`src/rtl/forward_stall_ctrl.sv`:
```
// EX-stage forwarding selects and load-use interlock for the five-stage pipeline.
// Also keeps a saturating count of the cycles in which the PC was held.
module forward_stall_ctrl #(
  parameter int CNT_W = 16
) (
  input  logic             clk,
  input  logic             rst,
  input  logic [3:0]       hazard_ex,
  input  logic [3:0]       hazard_mem,
  input  logic             ex_is_load,
  input  logic             mem_ready,
  input  logic             flush,
  output logic             stall_pc,
  output logic             stall_if_id,
  output logic             bubble_id_ex,
  output logic             stall_id_ex,
  output logic [1:0]       fwd_a_sel,
  output logic [1:0]       fwd_b_sel,
  output logic [CNT_W-1:0] stall_count
);

  typedef enum logic [1:0] {
    RUN       = 2'b00,
    LOAD_WAIT = 2'b01
  } state_t;

  localparam logic [CNT_W-1:0] CNT_MAX = '1;

  state_t           state_reg, state_next;
  logic [1:0]       fwd_a_reg, fwd_a_next;
  logic [1:0]       fwd_b_reg, fwd_b_next;
  logic [CNT_W-1:0] count_reg;
  logic [1:0]       code_a, code_b;
  logic             load_use;

  // MEM codes are applied first so that a matching EX code overrides them.
  always_comb begin
    code_a = 2'b00;
    code_b = 2'b00;
    if (hazard_mem[3] && hazard_mem[2:0] == 3'b011) code_a = 2'b10;
    if (hazard_mem[3] && hazard_mem[2:0] == 3'b100) code_b = 2'b10;
    if (hazard_ex[3] && hazard_ex[2:0] == 3'b001)   code_a = 2'b01;
    if (hazard_ex[3] && hazard_ex[2:0] == 3'b010)   code_b = 2'b01;
  end

  assign load_use = (state_reg == RUN) && hazard_ex[3] && ex_is_load && !flush;

  always_comb begin
    state_next   = state_reg;
    fwd_a_next   = fwd_a_reg;
    fwd_b_next   = fwd_b_reg;
    stall_pc     = 1'b0;
    stall_if_id  = 1'b0;
    bubble_id_ex = 1'b0;
    stall_id_ex  = 1'b0;
    if (rst) begin
      state_next = RUN;
      fwd_a_next = 2'b00;
      fwd_b_next = 2'b00;
    end else if (flush) begin
      state_next = RUN;
      fwd_a_next = 2'b00;
      fwd_b_next = 2'b00;
    end else begin
      case (state_reg)
        RUN: begin
          if (load_use) begin
            stall_pc     = 1'b1;
            stall_if_id  = 1'b1;
            bubble_id_ex = 1'b1;
            fwd_a_next   = 2'b00;
            fwd_b_next   = 2'b00;
            state_next   = LOAD_WAIT;
          end else begin
            fwd_a_next = code_a;
            fwd_b_next = code_b;
          end
        end
        LOAD_WAIT: begin
          if (mem_ready) begin
            fwd_a_next = code_a;
            fwd_b_next = code_b;
            state_next = RUN;
          end else begin
            stall_pc    = 1'b1;
            stall_if_id = 1'b1;
            stall_id_ex = 1'b1;
          end
        end
        default: begin
          state_next = RUN;
          fwd_a_next = 2'b00;
          fwd_b_next = 2'b00;
        end
      endcase
    end
  end

  always_ff @(posedge clk) begin
    if (rst) begin
      state_reg <= RUN;
      fwd_a_reg <= 2'b00;
      fwd_b_reg <= 2'b00;
      count_reg <= '0;
    end else begin
      state_reg <= state_next;
      fwd_a_reg <= fwd_a_next;
      fwd_b_reg <= fwd_b_next;
      if (stall_pc && count_reg != CNT_MAX) count_reg <= count_reg + 1'b1;
    end
  end

  assign fwd_a_sel   = fwd_a_reg;
  assign fwd_b_sel   = fwd_b_reg;
  assign stall_count = count_reg;

endmodule

```
`config.mk`:
```
export PLATFORM = sky130hd
export DESIGN_NAME = forward_stall_ctrl
export DESIGN_NICKNAME = d
export VERILOG_FILES = /design/src/rtl/forward_stall_ctrl.sv
export SDC_FILE = /design/constraint.sdc
export NUM_CORES = 1
export LEC_CHECK = 0
export ABC_AREA = 1
export CORE_UTILIZATION = 46
export CTS_BUF_LIST = sky130_fd_sc_hd__clkbuf_8 sky130_fd_sc_hd__clkbuf_16
export DETAILED_ROUTE_END_ITERATION = 6
export HOLD_SLACK_MARGIN = 0.1
export PLACE_DENSITY = 0.78
export SLEW_MARGIN = 20
export SYNTH_ARGS = -nofsm -noshare
export SYNTH_HDL_FRONTEND = slang
export SYNTH_SLANG_ARGS = --single-unit
```
`constraint.sdc`:
```
create_clock -name clk -period 2 [get_ports clk]
set_input_delay 0.2 -clock clk [delete_from_list [all_inputs] [get_ports clk]]
set_output_delay 0.2 -clock clk [all_outputs]
set_load 0.005 [all_outputs]
```
== Yosys cells after proc, flatten, opt, wreduce, memory -nomap -nowiden ==
Cells that the tools add are included.
Word-level totals
  register bits after elaboration: 22
  input bits: 13
  output and inout port bits: 24
  word-level logic and storage cells: 49
Cells by class
  add/subtract/negate cells: 1
  equality and inequality tests: 8
  muxes and demuxes: 24
  reduce and logical (&&, ||, !) cells: 12
Operator list (number)
  2-bit two-way mux: 10
  16-bit by 1-bit adder with 16-bit output (second input constant): 1
  16-bit inequality test (second input constant): 1
  2-bit case mux with 2 select lines: 3
  1-bit two-way mux: 10
  1-bit logical AND: 8
  3-bit by 2-bit == test with 1-bit output (second input constant): 2
  2-bit inequality test (second input constant): 2
  3-bit by 1-bit == test with 1-bit output (second input constant): 1
  3-bit == test (second input constant): 1
  2-bit by 1-bit == test with 1-bit output (second input constant): 1
  2-bit zero test: 1
  1-bit case mux with 2 select lines: 1
  2-bit AND reduction: 1
  2-bit OR reduction: 1
  1-bit zero test: 1

== Longest topological paths before layout ==
  word-level depth: 9
  mapped depth: 9
  gate-level depth less buffers: 9

== Worst setup path after synthesis ==
OpenSTA, ideal clock, no wires.
  path kind: reg2reg
  start point: register count_reg[0] (netlist: stall_count[0])
  end point: register count_reg[5] (netlist: stall_count[5])
  library setup time: 142 ps
  arrival: 1330 ps
  required time: 1858 ps
  setup slack: 528 ps
  stages on the path, launching flop included: 10
  buffers on the path: 1
  clock period less this slack: 1472 ps
  path through: dfxtp_1 ha_1 nand3_2 inv_2 nand2_2 nor2_1 nor2_2 buf_4 nand2_1 a21oi_2
Between the ends
  longest elaborated chain between the ends: 2
  elaborated cells on any way between the ends: 3
  those cells by class: add/sub: 1; eq/ne: 1; reduce/logical: 1
Ends and longest elaborated chain
  start, declared: RTL line 32  | logic [CNT_W-1:0] count_reg;
  start signal, assigned: RTL line 109  | if (stall_pc && count_reg != CNT_MAX) count_reg <= count_reg + 1'b1;
  branches (longest 2 deep; another with 16-bit by 1-bit adder with 16-bit output)
Parallel ways; which one is timed is not known.
A chain may end at the register's enable or synchronous reset.

== Worst setup path after layout ==
  start point: input port rst
  end point: output port stall_pc
Between the ends
  longest elaborated chain between the ends: 1
Ends and longest elaborated chain
  start, declared: RTL line 7  | input logic rst,
  1-bit two-way mux: RTL line 56  | if (rst) begin
  end, declared: RTL line 13  | output logic stall_pc,
No other way between the ends.

==> run metrics <==
status completed; top cells by area, synth dfxtp_1 (34%), nand2_1 (22%), nor2_1 (7.8%), inv_1 (7.2%), a21oi_2 (6.3%); area occupied by registers 420 um^2; crit path max fanout 5; Die X 54.2 um; Post-Place Worst Slack 0.105 ns; H-Tree Depth 1; Final min period 1.89 ns; Seq/Total Area, Yosys 0.335; Resized Gates After CTS 0; GR Util All Layers 0.230; CP arrival roughly 1.7 ns; Clock Skew 0.00495 ns; number of I/O pins 37; FF-to-FF path depth 9; largest family of logic cells by synthesized area simple AND/OR/NAND/NOR gates; CTS sink cnt 21; number of DRC markers in iteration 0 33; Nets 253; layout cell share with drive strength beyond 1 0.101; fraction of the mapped netlist area in simple logic gates 0.396; initial antenna violation count 0; worst path required time between 1.5 and 2 ns; Rows 18; CP startpoint kind primary input; EDFF count, synth 0; Seq cells post-synth 21; top_reg_cell synth dfxtp_1; relative slew slack 0.729; routed wire length 3030 um; Synth Area in Adders 0.00998; largest net degree at the start of global routing 16; Async S/R FF share, synth 0; clock latency on the worst-skew pair 0.26 ns; Commonest cells post-synth nand2_1 (72), nor2_1 (26), inv_1 (24), dfxtp_1 (21); initial core utilization 0.497; # setup viols final 0; gr ovfl total 0; most instantiated library cell after synthesis nand2_1; VDD IR max 0.583 mV; count of final hold-check violations 0; DRT Pass-1 Iters 5; Yosys cell types 23; PD cells 452 nW/um^2; CTS Buf Count 3; max-cap viol count 0; area grow syn2layout 35.4%; hold path cells 2; Avg WL per Cell ~11 um; RSZ-0062 raised after global routing false; Power Total between 700 and 800 uW; max reg flops 16; Synth Area in Compound Gates 0.118; vias per cell a little under 5; YS warnings 0; Core ar. around 2500 um^2; via count 1315; CTS max path bufs 2; first-pass GRT wire length around 4900 um; setup bufs post-CTS 0; leakage power 0.000649 uW; Post-Syn Instances 198; fillers around 240; kind of critical path primary input to primary output; Post-Route Setup TNS 0 ns; RePlAce Congestion 0.825; root buffer cell clkbuf_8; Synth top area share 0.335; mux contribution to synthesized area 0; post-synthesis xor/xnor area fraction 0.0419; mapped cell area 1250 um^2; Fmax 528 MHz; Mean Syn Cell Area 6.33 um^2; cts hold-fix bufs 0; worst hold path type flop to flop; drt drc 0; I/O Buffers 36; Detailed Place HPWL about 2300 um; post-route ant nets 0; area of the multi-input gates 709 um^2; Synthesized Nets 212; CTS tree built; worst-margin pin slew ~0.4 ns; vias in the first global route 1184; DIE HEIGHT roughly 54 um; final worst slack 0.106 ns; Slew Limit Fails 0; die area 2940 um^2; top cell type by total area after synthesis dfxtp_1; antenna cells 0; Critical Path Sink Type primary output; Final Cycle Share 0.947; clk slew on worst S/H paths 0.07 ns
critical path, stage by stage:
cell	delay, ns
clkdlybuf4s50_1	0.46
nor2_1	0.19
nand2_1	0.13
nand2_1	0.18
clkdlybuf4s50_1	0.53
metrics by stage:
stage / instance area (um^2) / std cells / hold WS (ns) / utilization
2_1_floorplan: 1250 / 198 / 0.269 / -
3_3_place_gp: 1650 / 264 / 0.451 / 0.655
3_5_place_dp: 1650 / 264 / 0.455 / 0.655
6_report: 1700 / 268 / 0.470 / 0.673
4_1_cts: 1700 / 268 / 0.476 / 0.673
5_1_grt: 1700 / 268 / 0.505 / 0.673
per-layer routing:
metal / up-vias / wire length [um] / track usage
met4: 0 / 13 / 0.0342
li1: 695 / - / -
met1: 589 / 1430 / 0.298
met3: 2 / 124 / 0.0593
met5: - / 0 / 0
met2: 29 / 1460 / 0.386
placed cells by master, fill, tap and decap left out, types with 3 or more instances in the layout:
| cell | count |
|---|---|
| nand3_1 | 9 |
| xnor2_1 | 3 |
| clkdlybuf4s50_1 | 36 |
| o21ai_0 | 6 |
| nand2_1 | 72 |
| xor2_1 | 3 |
| inv_1 | 24 |
| dfxtp_1 | 21 |
| a21oi_1 | 3 |
| nor2_1 | 26 |
| a21oi_2 | 9 |
| clkbuf_8 | 3 |
| nand4_1 | 5 |
| buf_4 | 4 |
cell type report:
| class | instances | area share |
|---|---|---|
| multi-input cells | 148 | 0.418 |
| flip-flops and latches | 21 | 0.248 |
| repair buffers | 40 | 0.230 |
| inverters | 25 | 0.0553 |
| clock buffers | 3 | 0.0243 |
| well taps | 30 | 0.0221 |
| clock inverters | 1 | 0.00295 |
logic make-up after synthesis:
group | count (synthesis)
AO/OA/AOI/OAI | 21
buffers and inverters | 29
flip-flops | 21
adder cells (fa/ha/maj) | 1
XOR/XNOR | 6
AND/OR/NAND/NOR | 120
report_power, final:
part / internal [uW] / switching, uW
sequential: 420 / 1.93
clock: 139 / 136
combinational: 37.6 / 32.1
total: 597 / 170
final timing paths:
path,startpoint,end,slack (ns)
setup / recovery,rst,stall_pc,0.11
hold / removal,fwd_b_sel[1]$_SDFFE_PP0P_,fwd_b_sel[1]$_SDFFE_PP0P_,0.47
setup reg to reg,stall_count[0]$_SDFFE_PP0P_,stall_count[1]$_SDFFE_PP0P_,0.28
hold reg to reg,fwd_b_sel[1]$_SDFFE_PP0P_,fwd_b_sel[1]$_SDFFE_PP0P_,0.47
Power figures use the tool's default switching activity.
